## src/rtl/keypad_debouncer.sv

```systemverilog
// keypad_debouncer: locks onto one pressed key from the scanner samples,
// debounces press and release over whole scan rounds, and reports the key's
// hex code with a one-cycle strobe per accepted press.
//
// state      | meaning
// -----------+-----------------------------------------------------------
// IDLE       | no key held; waiting for a single-row hit in any column
// PRESS_DB   | candidate latched; counting consecutive hits in its column
// HELD       | key accepted; other keys locked out
// RELEASE_DB | candidate row seen low; counting consecutive misses
module keypad_debouncer #(
    parameter int DEBOUNCE_SCANS = 20
) (
    input  logic       clk,
    input  logic       reset,
    input  logic [3:0] rowsSync,
    input  logic [3:0] colsSync,
    output logic [3:0] key,
    output logic       newKey,
    output logic       keyHeld
);

    localparam int CNT_W = $clog2(DEBOUNCE_SCANS + 1);
    localparam logic [CNT_W-1:0] CNT_LAST = CNT_W'(DEBOUNCE_SCANS - 1);
    localparam logic [CNT_W-1:0] CNT_ONE  = CNT_W'(1);
    localparam logic [CNT_W-1:0] CNT_ZERO = '0;
    // With a single required scan, the first hit accepts and the first miss releases.
    localparam bit SINGLE = (DEBOUNCE_SCANS == 1);

    typedef enum logic [1:0] {
        IDLE,
        PRESS_DB,
        HELD,
        RELEASE_DB
    } state_t;

    state_t           state, state_nxt;
    logic [3:0]       candCol, candCol_nxt;
    logic [3:0]       candRow, candRow_nxt;
    logic [CNT_W-1:0] cnt, cnt_nxt;
    logic [3:0]       key_nxt;
    logic             newKey_nxt;
    logic             keyHeld_nxt;

    logic obs;
    logic cand_obs;
    logic row_hit;

    // Bit 3 is index 0, bit 0 is index 3, for both rows and columns.
    function automatic logic [1:0] onehot_idx(input logic [3:0] v);
        logic [1:0] idx;
        case (v)
            4'b1000: idx = 2'd0;
            4'b0100: idx = 2'd1;
            4'b0010: idx = 2'd2;
            default: idx = 2'd3;
        endcase
        return idx;
    endfunction

    function automatic logic [3:0] key_code(input logic [3:0] row, input logic [3:0] col);
        logic [3:0] rc;
        logic [3:0] code;
        rc = {onehot_idx(row), onehot_idx(col)};
        case (rc)
            4'd0:    code = 4'h1;
            4'd1:    code = 4'h2;
            4'd2:    code = 4'h3;
            4'd3:    code = 4'hA;
            4'd4:    code = 4'h4;
            4'd5:    code = 4'h5;
            4'd6:    code = 4'h6;
            4'd7:    code = 4'hB;
            4'd8:    code = 4'h7;
            4'd9:    code = 4'h8;
            4'd10:   code = 4'h9;
            4'd11:   code = 4'hC;
            4'd12:   code = 4'hE;
            4'd13:   code = 4'h0;
            4'd14:   code = 4'hF;
            default: code = 4'hD;
        endcase
        return code;
    endfunction

    assign obs      = $onehot(colsSync);
    assign cand_obs = obs && (colsSync == candCol);
    assign row_hit  = |(rowsSync & candRow);

    // Next-state, candidate, counter and output decisions.
    always_comb begin
        state_nxt   = state;
        candCol_nxt = candCol;
        candRow_nxt = candRow;
        cnt_nxt     = cnt;
        key_nxt     = key;
        newKey_nxt  = 1'b0;
        keyHeld_nxt = keyHeld;
        case (state)
            IDLE: begin
                if (obs && $onehot(rowsSync)) begin
                    candCol_nxt = colsSync;
                    candRow_nxt = rowsSync;
                    if (SINGLE) begin
                        key_nxt     = key_code(rowsSync, colsSync);
                        newKey_nxt  = 1'b1;
                        keyHeld_nxt = 1'b1;
                        cnt_nxt     = CNT_ZERO;
                        state_nxt   = HELD;
                    end else begin
                        cnt_nxt   = CNT_ONE;
                        state_nxt = PRESS_DB;
                    end
                end
            end
            PRESS_DB: begin
                if (cand_obs) begin
                    if (row_hit) begin
                        if (cnt == CNT_LAST) begin
                            key_nxt     = key_code(candRow, candCol);
                            newKey_nxt  = 1'b1;
                            keyHeld_nxt = 1'b1;
                            cnt_nxt     = CNT_ZERO;
                            state_nxt   = HELD;
                        end else begin
                            cnt_nxt = cnt + CNT_ONE;
                        end
                    end else begin
                        cnt_nxt   = CNT_ZERO;
                        state_nxt = IDLE;
                    end
                end
            end
            HELD: begin
                if (cand_obs && !row_hit) begin
                    if (SINGLE) begin
                        keyHeld_nxt = 1'b0;
                        cnt_nxt     = CNT_ZERO;
                        state_nxt   = IDLE;
                    end else begin
                        cnt_nxt   = CNT_ONE;
                        state_nxt = RELEASE_DB;
                    end
                end
            end
            RELEASE_DB: begin
                if (cand_obs) begin
                    if (!row_hit) begin
                        if (cnt == CNT_LAST) begin
                            keyHeld_nxt = 1'b0;
                            cnt_nxt     = CNT_ZERO;
                            state_nxt   = IDLE;
                        end else begin
                            cnt_nxt = cnt + CNT_ONE;
                        end
                    end else begin
                        cnt_nxt   = CNT_ZERO;
                        state_nxt = HELD;
                    end
                end
            end
            default: begin
                cnt_nxt   = CNT_ZERO;
                state_nxt = IDLE;
            end
        endcase
    end

    // State, candidate, counter and registered outputs.
    always_ff @(posedge clk or negedge reset) begin
        if (!reset) begin
            state   <= IDLE;
            candCol <= 4'h0;
            candRow <= 4'h0;
            cnt     <= CNT_ZERO;
            key     <= 4'h0;
            newKey  <= 1'b0;
            keyHeld <= 1'b0;
        end else begin
            state   <= state_nxt;
            candCol <= candCol_nxt;
            candRow <= candRow_nxt;
            cnt     <= cnt_nxt;
            key     <= key_nxt;
            newKey  <= newKey_nxt;
            keyHeld <= keyHeld_nxt;
        end
    end

endmodule

```

## config.mk

```make
export PLATFORM = sky130hd
export DESIGN_NAME = keypad_debouncer
export DESIGN_NICKNAME = d
export VERILOG_FILES = /design/src/rtl/keypad_debouncer.sv
export SDC_FILE = /design/constraint.sdc
export NUM_CORES = 1
export LEC_CHECK = 0
export BUFFER_PORTS_ARGS = -buffer_cell sky130_fd_sc_hd__buf_2
export CELL_PAD_IN_SITES_DETAIL_PLACEMENT = 1
export CELL_PAD_IN_SITES_GLOBAL_PLACEMENT = 1
export CORE_ASPECT_RATIO = 1.25
export CORE_UTILIZATION = 44
export DETAILED_ROUTE_END_ITERATION = 8
export PLACE_DENSITY_LB_ADDON = 0.1
export RECOVER_POWER = 50
export SYNTH_ARGS = -nofsm -noshare
export SYNTH_HDL_FRONTEND = slang
export SYNTH_SLANG_ARGS = --single-unit
```

## constraint.sdc

```tcl
create_clock -name clk -period 2.5 [get_ports clk]
set_input_delay 0 -clock clk [delete_from_list [all_inputs] [get_ports clk]]
set_output_delay 0 -clock clk [all_outputs]
set_load 0.1 [all_outputs]
```

Word level (Yosys, flattened, before mapping)

Memories as Yosys holds them, arrays and structs flattened. A register that Yosys moved wholly into a read port is not among the register bits.
Cells that the tools add are included.

Input port bits: 10
Memory bits (read-only): 64
Word-level logic and storage cells: 89
Memories: 1
Bits in registers: 17

Add/subtract/negate cells: 7
Eq/ne operators: 23
Muxes and demuxes: 38
Reduce and logical (&&, ||, !) cells: 13
Bitwise logic cells: 1

Memories:

| name             | words | bits a word | read ports | clocked after Yosys merged registers in | write ports | line | RTL |
|---|---|---|---|---|---|---|---|
| (name not given) | 16    | 4           | 1          | 1                                       | 0           | 65   | `case (rc)` |

Operators with widths:

| cell                  | number |
|---|---|
| $mux W5               | 7 |
| $mux W2               | 16 |
| $pmux W5 S4           | 1 |
| $ne A2 B2 Y1 const B  | 8 |
| $pmux W2 S3           | 2 |
| $mux W1               | 10 |
| $add A1 B1 Y2         | 4 |
| $eq A4 B2 Y1 const B  | 2 |
| $eq A4 B3 Y1 const B  | 2 |
| $eq A4 B4 Y1 const B  | 2 |
| $pmux W2 S4           | 1 |
| $reduce_and A4 Y1     | 2 |
| $reduce_and A7 Y1     | 1 |
| $add A2 B2 Y3         | 2 |
| $eq A3 B1 Y1 const B  | 2 |
| $ne A3 B3 Y1 const B  | 2 |
| $reduce_and A6 Y1     | 1 |
| $add A5 B1 Y5 const B | 1 |
| $eq A5 B5 Y1 const B  | 1 |
| $and A4 B4 Y4         | 1 |
| $eq A2 B2 Y1 const B  | 2 |
| $eq A4 B4 Y1          | 1 |
| $reduce_or A4 Y1      | 1 |
| $logic_and A1 B1 Y1   | 3 |
| other kinds (6)       | 7 |

Depth between registers and ports, before layout

Gate-level depths: netlist of run 1.

Depth in word-level cells: 7
Depth in mapped cells: 10
Gate-level depth less buffers: 10

Worst setup path before layout of run 1

Ideal clock, no wire load.

Kind: input to register
Start point: input port colsSync[0]
End point: register key[3]
Setup slack: 143 ps
Library setup time: 125 ps
Data arrival time: 2,232 ps
Required time: 2,375 ps
Stages on the path: 9
Path through: inv_1 -> fa_1 -> inv_1 -> ha_1 -> ha_1 -> nor3b_1 -> nand4_1 -> nor3b_2 -> mux2_2

Longest elaborated chain between the ends: 5

Ends and longest elaborated chain:

| item                                | line | RTL |
|---|---|---|
| from (decl)                         | 17   | `input logic [3:0] colsSync,` |
| $add A1 B1 Y2 (not written as such) | 86   | `assign obs = $onehot(colsSync);` |
| $add A2 B2 Y3 (not written as such) | 86   |  |
| $eq A3 B1 Y1                        | 86   |  |
| $logic_and A1 B1 Y1 (*)             | 87   | `assign cand_obs = obs && (colsSync == candCol);` |
| $reduce_and A4 Y1 (no line) (*)     | n/a  |  |
| to (decl)                           | 18   | `output logic [3:0] key,` |

Mark *: on every way between the ends. The rest lies on a longest branch, timed or not.
A chain may end at the register's enable or synchronous reset.

Worst setup path in the final report of run 1

Start point: input port colsSync[0]
End point: register cnt[3]

Longest elaborated chain between the ends: 7

Ends and longest elaborated chain:

| item                                | line | RTL |
|---|---|---|
| $add A1 B1 Y2 (not written as such) | 86   |  |
| $add A2 B2 Y3 (not written as such) | 86   |  |
| $eq A3 B1 Y1                        | 86   |  |
| $logic_and A1 B1 Y1                 | 87   |  |
| $logic_and A1 B1 Y1                 | 135  | `if (cand_obs && !row_hit) begin` |
| $ne A2 B2 Y1 (no line)              | n/a  |  |
| $reduce_and A4 Y1 (no line) (*)     | n/a  |  |
| to (signal assigned)                | 183  | `cnt <= cnt_nxt;` |
| to (decl)                           | 40   | `logic [CNT_W-1:0] cnt, cnt_nxt;` |

Marked as above.

==> results.md, run 1 <==
- Simple-gate share of the synthesized area: 0.178
- Synth-to-layout area growth: 14.6%
- Tot Pwr: 0.742 mW
- Root buf cell: clkbuf_4
- Clock share of power: 0.228
- Worst VDD drop: 217 uV
- Post-Syn Instances: 144
- Cell Int Power: 0.507 mW
- CTS Buffer Depth: 2
- Die footprint: 3290 um^2
- Register area share after synthesis: 0.390
- Hold/Removal Path Class: input pin to flop
- Crit Path Category: input pin to flop
- Highest Clock Rate: 460 MHz
- Final worst-path cycle share: 0.870
- Top-Level Pins: 16
- Post-Syn Area per Cell: 9.36 um^2
- Complex-gate fraction of the synthesized area: 0.186
- Seq pwr share: 0.561
- Initial core utilization: 0.462
- RSZ-0062 raised after global routing: no
- Leakage power: 0.747 nW
- HPWL after detailed placement: 2290 um
- Vias per inst: 5.52
- Psw: 0.234 mW
- Clk_skew: 5.42 ps
- Post-DRT Antenna Nets: 0
- Clock Sinks: 21
- WL final: 2960 um
- Final Hold Viols: 0
- Share of layout cells above drive strength 1: 0.168
- Data required time of the critical path: 2730 ps
- Die X-Extent: 51.5 um
- Final setup viols: 0
- Main flop type after synthesis: dfrtp_1
- Initial antenna violation count: 0
- Core Footprint: 2920 um^2
- Fin crit period: 2170 ps
- Htree depth: 1
- Startpoint Class: input pin
- Slew Viols, Final: 0
- Tot GR Track Use: 0.216
- Seq cells post-synth: 21
- Critical path peak fanout: 8
- Routed len/inst: 14.6 um
- Asr flop ratio synth: 1.00
- Placed cell areas: 1460 um^2
- Design Area, Final: 1540 um^2
- Status: finished clean
- Power density over the cells: 480 nW/um^2
- Slew @ Worst Pin: 1180 ps
- First-pass GRT wire length: 5340 um
- Gpl congestion: 0.755
- Vias in the first global route: 1196
- Syn Nets: 163
- Largest family of logic cells by synthesized area: compound AO/OA/AOI/OAI gates
- Ant diodes: 0
- Mapped Area: 1350 um^2
- Row count: 22
- Slew HR: 0.210
- Worst Path Arrival: 2400 ps
- Resized cells post-CTS: 0
- Initial DRC count: 13
- Synthesis Warnings: 0
- Largest net degree at the start of global routing: 22
- IO Port Bufs: 15
- Most frequent cells in the layout: dfrtp_1 (21), inv_1 (17), nand2_1 (14)
- Max-Cap Viols: 0
- Clk Latency, worst-skew pair: 310 ps
- CTS tree: done
- Post-synthesis mux area share: 0.0436
- DRC viols: 0
- TritonCTS buffer count: 3
- Comb power frac: 0.211
- Die Span Y: 63.9 um
- Setup repair bufs after CTS: 0
- Synth Area in XOR/XNOR: 0.0390
- Reg clk slew, reported paths: 130 ps
- Net Sw Frac: 0.316
- Layout net count: 187
- Vias: 1121
- Pre-antenna DRT Iters: 4
- Post-synth EDFFs: 0
- GR Overflow Total: 0
- Post-Synth Adder-Cell Area: 0.0947
- Crit. End Element: flop
- Most common cell after layout, fill and taps aside: dfrtp_1
- Distinct cell type count after synthesis: 43
==> cells in the mapped netlist (2+ instances only) <==
library cell   n  area [um^2]
o211ai_1       4         30.0
mux2_2         3         33.8
or4b_1         2         20.0
a31oi_1        4         25.0
a21oi_1        3         15.0
ha_1           7         87.6
o21a_1         2         15.0
inv_1         17         63.8
or2_2          3         18.8
o21ai_0       11         55.1
clkbuf_1       2         7.51
xnor2_1        5         43.8
nand3_1        7         35.0
nand4_1        2         12.5
nand2b_1       3         18.8
nor2_1         6         22.5
a22oi_1        2         15.0
dfrtp_1       21          526
buf_2          2         10.0
fa_1           2         40.0
nand2_1       14         52.6
==> power groups by stage <==
stage	sequential, mW	combinational, mW	clock, mW
2_1_floorplan	0.398	0.127	0
3_3_place_gp	0.419	0.145	0
3_5_place_dp	0.423	0.151	0
4_1_cts	0.417	0.159	0.181
5_1_grt	0.425	0.181	0.186
6_report	0.416	0.157	0.169
==> critical path: stages <==
cell,delay (ps)
buf_2,100
inv_1,70
fa_1,540
inv_1,40
ha_1,170
ha_1,270
nor3b_1,320
nand2_1,130
o31ai_2,240
buf_4,190
nand2b_1,110
o31ai_1,240
==> worst paths after layout <==
kind                             start          to  slack (ps)  depth (start not counted)
min in group asynchronous        reset      key[0]         450                          2
setup / recovery           colsSync[0]      cnt[3]         330                         12
hold reg to reg                 key[1]      key[1]         520                          1
setup reg to reg            candCol[1]      key[1]         360                          6
hold / removal             rowsSync[0]  candRow[0]          10                          3
max in group asynchronous        reset      key[2]        1350                          2
==> repair_timing <==
action,CTS,global route
endpoints found under the hold margin,26,0
hold buffers,6,0
endpoints found under the setup margin,0,0
==> layout make-up <==
class	count	area [um^2]
Fill cell	355	1370
Clock inverter	1	5.00
Multi-Input combinational cell	101	729
Sequential cell	21	526
Inverter	17	63.8
Tap cell	36	45.0
Clock buffer	3	22.5
Timing Repair Buffer	24	153
==> sequential cells by signal (all words and copies together), names as in the netlist, named ones only <==
name and count:
candCol 4, candRow 4, cnt 5, key 4, keyHeld 1, newKey 1, state 1
==> logic make-up (layout without fill, tap and decap cells) <==
kind of cell / after synthesis / in the layout
compound gates: 37 / 37
xor+xnor: 6 / 6
fa+ha+maj: 9 / 9
buf+inv: 22 / 45
flops: 21 / 21
mux: 5 / 5
simple gates: 44 / 44
==> layer usage <==
metal,vias up,global-route usage,wire length (um)
met5,-,0,0
met2,16,0.393,1610
met4,0,0.0811,47
li1,549,-,-
met1,551,0.252,1240
met3,5,0.0214,57
==> through the flow <==
step / setup WS, ps / TNS [ps] / instances / util / hold WS [ps]
finish: 326 / 0 / 203 / 0.529 / 14.8
global route: 105 / 0 / 203 / 0.529 / 52.8
CTS: 303 / 0 / 203 / 0.531 / 9.26
detailed placement: -15.4 / -15.4 / 193 / 0.501 / -9.16
global placement: 30.2 / 0 / 193 / 0.501 / -15.8
floorplan: 143 / 0 / 144 / - / -296
No activity file was read; power rests on OpenSTA's default activity.
==> run 2, diff against run 1 <==
--- a/config.mk
+++ b/config.mk
@@ -9,7 +9,7 @@
 export CELL_PAD_IN_SITES_DETAIL_PLACEMENT = 1
 export CELL_PAD_IN_SITES_GLOBAL_PLACEMENT = 1
 export CORE_ASPECT_RATIO = 1.25
-export CORE_UTILIZATION = 44
+export CORE_UTILIZATION = 39
 export DETAILED_ROUTE_END_ITERATION = 8
 export PLACE_DENSITY_LB_ADDON = 0.1
 export RECOVER_POWER = 50
==> constraint.sdc (replaced) <==
create_clock -name clk -period 1.9 [get_ports clk]
set_input_delay 0 -clock clk [delete_from_list [all_inputs] [get_ports clk]]
set_output_delay 0 -clock clk [all_outputs]
set_load 0.1 [all_outputs]
==> results.md, run 2 (synthesized netlist as in run 1, its figures left out) <==
- Max-Cap Viols: 0 (unchanged)
- Initial DRC count: 29 (was 13)
- Root buf cell: clkbuf_8 (was clkbuf_4)
- Final Util: 0.581 (was 0.529)
- Reg clk slew, reported paths: 90 ps (was 130 ps)
- Crit. End Element: flop (unchanged)
- Clock share of power: 0.252 (was 0.228)
- Psw: 0.387 mW (was 0.234 mW)
- Seq pwr share: 0.438 (was 0.561)
- Startpoint Class: input pin (unchanged)
- Post-DRT Antenna Nets: 0 (unchanged)
- Pre-antenna DRT Iters: 4 (unchanged)
- Slew @ Worst Pin: 1180 ps (about the same)
- First-pass GRT wire length: 5780 um (was 5340 um)
- Final setup margin: -126 ps (was 326 ps)
- Slew Viols, Final: 0 (unchanged)
- DRC viols: 0 (unchanged)
- Largest net degree at the start of global routing: 22 (unchanged)
- Final Hold Viols: 0 (unchanged)
- Status: finished with violations (was finished clean)
- Die footprint: 3700 um^2 (was 3290 um^2)
- Clk Latency, worst-skew pair: 270 ps (was 310 ps)
- CTS tree: done (unchanged)
- Worst Path Arrival: 2180 ps (was 2400 ps)
- Vias in the first global route: 1256 (was 1196)
- Core Footprint: 3250 um^2 (was 2920 um^2)
- Htree depth: 1 (unchanged)
- Final setup viols: 11 (was 0)
- Worst VDD drop: 513 uV (was 217 uV)
- Non-Filler Instances: 223 (was 203)
- Leakage power: 0.938 nW (was 0.747 nW)
- Routed len/inst: 16.3 um (was 14.6 um)
- IO Port Bufs: 15 (unchanged)
- Die X-Extent: 54.6 um (was 51.5 um)
- Top reg by flops: cnt (unchanged)
- DP Cell Count: 209 (was 193)
- Highest Clock Rate: 494 MHz
- Most frequent cells in the layout: buf_4 (22), dfrtp_1 (21), inv_1 (14), nand2_1 (14), buf_2 (12) (was dfrtp_1 (21), inv_1 (17), nand2_1 (14))
- Hold/Removal Path Class: input pin to flop (unchanged)
- Clock Sinks: 21 (unchanged)
- Fin crit period: 2030 ps
- Tot GR Track Use: 0.222 (was 0.216)
- Slew HR: 0.215 (was 0.210)
- Crit-path cells: buf_8 -> inv_4 -> fa_1 -> inv_1 -> ha_2 -> ha_4 -> nor3b_4 -> nand4_1 -> nor3b_4 -> mux2_4 (was buf_2 -> inv_1 -> fa_1 -> inv_1 -> ha_1 -> ha_1 -> nor3b_1 -> nand2_1 -> o31ai_2 -> buf_4 -> nand2b_1 -> o31ai_1)
- Final worst-path cycle share: 1.07
- Net Sw Frac: 0.316 (about the same)
- Crit Path Category: input pin to flop (unchanged)
- Row count: 23 (was 22)
- CTS Buffer Depth: 2 (unchanged)
- Critical path peak fanout: 5 (was 8)
- Worst Path Buf+Inv: 3 (was 4)
- HPWL after detailed placement: 2520 um (was 2290 um)
- Largest register FFs: 5 (unchanged)
- Initial antenna violation count: 0 (unchanged)
- Synth-to-layout area growth: 40.3% (was 14.6%)
- Worst stage delay on the critical path: 520 ps (was 540 ps)
- Die Span Y: 67.7 um (was 63.9 um)
- Most used cell, CP: nor3b_4
- Top-Level Pins: 16 (unchanged)
- Post-placement setup slack: -522 ps (was -15.4 ps)
- Data required time of the critical path: 2050 ps (was 2730 ps)
- Filler Cell Count: 363 (was 355)
- Share of layout cells above drive strength 1: 0.392 (was 0.168)
- Ant diodes: 0 (unchanged)
- Vias: 1234 (was 1121)
- Most common cell after layout, fill and taps aside: buf_4 (was dfrtp_1)
- Comb power frac: 0.310 (was 0.211)
- Layout net count: 206 (was 187)
- Gpl congestion: 0.816 (was 0.755)
- Power density over the cells: 648 nW/um^2 (was 480 nW/um^2)
- Vias per inst: 5.53 (was 5.52)
- Cell Int Power: 0.839 mW (was 0.507 mW)
- GR Overflow Total: 0 (unchanged)
- Failing checks: setup timing
- Critical path's top delay family: adder cells (unchanged)
- RSZ-0062 raised after global routing: yes (was no)
- Initial core utilization: 0.414 (was 0.462)
- WL final: 3630 um (was 2960 um)
- Final setup TNS: -659 ps (was 0 ps)
- Hold WS: 1.62 ps (was 14.8 ps)
- Clk_skew: 6.78 ps (was 5.42 ps)
- CP max stage cell: fa_1 (unchanged)
- TritonCTS buffer count: 3 (unchanged)
run 2: stage by stage:
stage	total power, mW	area, um^2
2_1_floorplan	0.705	1400
3_3_place_gp	0.801	1620
3_5_place_dp	0.814	1620
4_1_cts	1.18	1800
5_1_grt	1.30	1890
6_report	1.23	1890
run 2: worst reg2reg max path: stages (launching register included):
cell and delay, ps:
dfrtp_1 420, or4b_1 580, ha_1 240, o41ai_2 110, o211a_1 240, o211ai_1 90
o21a_1 130
run 2: final timing paths:
path | from | end | slack (ps) | depth (start not counted)
setup / recovery | colsSync[1] | key[3] | -130 | 10
hold / removal | colsSync[1] | candCol[1] | 2 | 3
setup reg to reg | candCol[0] | key[1] | -30 | 6
hold reg to reg | key[1] | key[1] | 500 | 1
max in group asynchronous | reset | candRow[0] | 710 | 2
min in group asynchronous | reset | candCol[3] | 480 | 2
run 2: power groups by stage:
| stage | registers, mW | clock network, mW | logic, mW |
|---|---|---|---|
| 2_1_floorplan | 0.524 | 0 | 0.181 |
| 3_3_place_gp | 0.539 | 0 | 0.263 |
| 3_5_place_dp | 0.541 | 0 | 0.272 |
| 4_1_cts | 0.537 | 0.313 | 0.328 |
| 5_1_grt | 0.546 | 0.332 | 0.420 |
| 6_report | 0.537 | 0.309 | 0.380 |
run 2: what timing repair did:
action / CTS / global route
cloned: 0 / 1
hold buffers: 1 / 0
setup buffers: 4 / 5
endpoints found under the setup margin: 16 / 15
gates resized for setup: 25 / 11
pin swaps: 15 / 7
endpoints found under the hold margin: 21 / 0
run 2: final cells by class:
type                    count  area [um^2]  share of cell area
repair buffers             43          343               0.181
clock inverters             1         5.00             0.00265
multi-input cells         101          856               0.453
clock buffers               3         41.3              0.0218
flip-flops and latches     21          526               0.278
well taps                  37         46.3              0.0245
inverters                  17         73.8              0.0390
run 2: layer usage:
metal / routed length (um) / up-vias / share of wire / global-route usage
li1: - / 595 / - / -
met1: 1520 / 619 / 0.42 / 0.258
met2: 2000 / 13 / 0.55 / 0.407
met3: 45 / 7 / 0.012 / 0.0270
met4: 61 / 0 / 0.017 / 0.0673
met5: 0 / - / 0 / 0
==> run 3, diff against run 2 <==
--- a/config.mk
+++ b/config.mk
@@ -6,12 +6,12 @@
 export NUM_CORES = 1
 export LEC_CHECK = 0
 export BUFFER_PORTS_ARGS = -buffer_cell sky130_fd_sc_hd__buf_2
-export CELL_PAD_IN_SITES_DETAIL_PLACEMENT = 1
-export CELL_PAD_IN_SITES_GLOBAL_PLACEMENT = 1
+export CELL_PAD_IN_SITES_DETAIL_PLACEMENT = 2
+export CELL_PAD_IN_SITES_GLOBAL_PLACEMENT = 2
 export CORE_ASPECT_RATIO = 1.25
-export CORE_UTILIZATION = 39
+export CORE_UTILIZATION = 32
 export DETAILED_ROUTE_END_ITERATION = 8
-export PLACE_DENSITY_LB_ADDON = 0.1
+export PLACE_DENSITY_LB_ADDON = 0.25
 export RECOVER_POWER = 50
 export SYNTH_ARGS = -nofsm -noshare
 export SYNTH_HDL_FRONTEND = slang
==> results.md, run 3 (synthesized netlist as in run 1, its figures left out) <==
- Status: finished with violations (unchanged)
- Failing checks: hold timing, setup timing (was setup timing)
- Die footprint: 4480 um^2 (was 3700 um^2)
- Slew @ Worst Pin: 1200 ps (was 1180 ps)
- Worst reg2reg path startpoint: cnt[0] (was candCol[0])
- Vias per inst: 5.19 (was 5.53)
- Hold Path Origin: colsSync[0] (was colsSync[1])
- Filler Cell Count: 420 (was 363)
- IO Port Bufs: 15 (unchanged)
- Final Hold Viols: 1 (was 0)
- Post-placement setup slack: -579 ps (was -522 ps)
- Gpl congestion: 0.742 (was 0.816)
- Final setup margin: -184 ps (was -126 ps)
- CTS tree: done (unchanged)
- Crit Path Category: input pin to flop (unchanged)
- Die Span Y: 74.6 um (was 67.7 um)
- Layout net count: 208 (was 206)
- HPWL after detailed placement: 3130 um (was 2520 um)
- Pre-antenna DRT Iters: 2 (was 4)
- Largest register FFs: 5 (unchanged)
- Initial DRC count: 23 (was 29)
- CTS Buffer Depth: 2 (unchanged)
- Reg clk slew, reported paths: 80 ps (was 90 ps)
- R2r endpoint: key[3] (was key[1])
- Slew HR: 0.198 (was 0.215)
- Max-Cap Viols: 0 (unchanged)
- Hold WS: -3.77 ps (was 1.62 ps)
- Hold Path Stages: 3 (unchanged)
- Die X-Extent: 60.0 um (was 54.6 um)
- Final setup TNS: -1170 ps (was -659 ps)
- Crit-path cells: buf_8 -> inv_4 -> fa_1 -> inv_2 -> ha_4 -> ha_4 -> nor3b_4 -> nand4_1 -> buf_6 -> nor3b_4 -> mux2_4 (was buf_8 -> inv_4 -> fa_1 -> inv_1 -> ha_2 -> ha_4 -> nor3b_4 -> nand4_1 -> nor3b_4 -> mux2_4)
- Ant diodes: 0 (unchanged)
- Clk Latency, worst-skew pair: 270 ps (about the same)
- Hold/Removal Path Class: input pin to flop (unchanged)
- Largest net degree at the start of global routing: 22 (unchanged)
- Root buf cell: clkbuf_8 (unchanged)
- Vias in the first global route: 1451 (was 1256)
- Worst Path Arrival: 2250 ps (was 2180 ps)
- Synth-to-layout area growth: 48.6% (was 40.3%)
- FF-to-FF path depth: 6 (unchanged)
- Worst stage delay on the critical path: 550 ps (was 520 ps)
- Final Util: 0.492 (was 0.581)
- Highest Clock Rate: 480 MHz (was 494 MHz)
- Crit. End Element: flop (unchanged)
- GR Overflow Total: 0 (unchanged)
- Top reg by flops: cnt (unchanged)
- Critical path's top delay family: adder cells (unchanged)
- Startpoint Class: input pin (unchanged)
- CP max stage cell: fa_1 (unchanged)
- Critical path peak fanout: 4 (was 5)
- First-pass GRT wire length: 7030 um (was 5780 um)
- Hold Path End: candCol[0] (was candCol[1])
- Vias: 1267 (was 1234)
- Most frequent cells in the layout: dfrtp_1 (21), buf_4 (21), nand2_1 (14) (was buf_4 (22), dfrtp_1 (21), inv_1 (14), nand2_1 (14), buf_2 (12))
- Share of layout cells above drive strength 1: 0.431 (was 0.392)
- Initial core utilization: 0.331 (was 0.414)
- WP depth: 11 (was 10)
- Worst VDD drop: 415 uV (was 513 uV)
- Power density over the cells: 621 nW/um^2 (was 648 nW/um^2)
- Final setup viols: 14 (was 11)
- Row count: 26 (was 23)
- Tot GR Track Use: 0.219 (was 0.222)
- DRC viols: 0 (unchanged)
- Clk_skew: 3.71 ps (was 6.78 ps)
- RSZ-0062 raised after global routing: yes (unchanged)
- Htree depth: 1 (unchanged)
- Leakage power: 0.957 nW (was 0.938 nW)
- Final worst-path cycle share: 1.10 (was 1.07)
- Initial antenna violation count: 0 (unchanged)
- TritonCTS buffer count: 3 (unchanged)
- Worst Path Buf+Inv: 4 (was 3)
- Slew Viols, Final: 0 (unchanged)
- R2r setup slk: -60 ps (was -30 ps)
- WL final: 4800 um (was 3630 um)
- Fin crit period: 2080 ps (was 2030 ps)
- Tot Pwr: 1.24 mW (was 1.23 mW)
- Data required time of the critical path: 2060 ps (was 2050 ps)
- Top-Level Pins: 16 (unchanged)
- Post-DRT Antenna Nets: 0 (unchanged)
- Routed len/inst: 19.7 um (was 16.3 um)
- Core Footprint: 4070 um^2 (was 3250 um^2)
- Clock Sinks: 21 (unchanged)
-- run 3: cell types whose count changed in the layout (fill, tap and decap cells not counted), moves of 2 or more --
cell	delta
inv_1	-5
dlygate4sd3_1	+2
buf_6	+5
o21ai_0	+2
inv_2	+4
buf_8	-2
o21ai_1	-2
ha_2	-2
ha_4	+2
buf_2	-3
-- run 3: timing repair --
action / 4_1_cts / 5_1_grt
resized for setup: 26 / 26
buffers inserted: 4 / 3
endpoints found under the setup margin: 17 / 15
pin swaps: 17 / 12
endpoints found under the hold margin: 23 / 0
hold buffers: 3 / 0
cloned: 0 / 1
-- run 3: cell type report --
class	count	area [um^2]	share of cell area
multi-input cells	101	897	0.448
repair buffers	45	387	0.193
clock buffers	3	41.3	0.0206
well taps	56	70.1	0.0350
clock inverters	1	5.00	0.00250
inverters	17	76.3	0.0381
flip-flops and latches	21	526	0.263
-- run 3: per-stage QoR --
stage / cells / cell area (um^2) / hold WS [ps]
floorplan: 144 / 1400 / -296
global placement: 230 / 1660 / -7.11
detailed placement: 230 / 1660 / -7.52
CTS: 241 / 1860 / 25.6
global route: 244 / 2000 / 7.51
finish: 244 / 2000 / -3.77
-- run 3: worst reg2reg max path: stages, from the launching register on --
cell and delay (ps):
dfrtp_1 400, ha_1 240, and4bb_2 290, nand4_1 120
buf_6 150, nor3b_4 330, mux2_4 330
-- run 3: power by group --
part / internal (mW) / switching [mW]
clock: 0.147 / 0.165
combinational: 0.197 / 0.196
sequential: 0.490 / 0.0480
total: 0.834 / 0.409
-- run 3: how the worst max path moves through the flow --
stage / from / to / slack (ps)
2_1_floorplan: colsSync[3] / key[3] / -260
3_3_place_gp: colsSync[3] / key[3] / -430
3_5_place_dp: colsSync[3] / keyHeld / -580
4_1_cts: colsSync[1] / key[2] / -150
5_1_grt: colsSync[1] / key[2] / -280
6_report: colsSync[1] / key[3] / -180
-- run 3: layer usage --
metal	global-route usage	part of all wire	vias up
li1	-	-	596
met1	0.223	0.36	651
met2	0.426	0.59	13
met3	0.0330	0.019	7
met4	0.103	0.023	0
met5	0	0	-
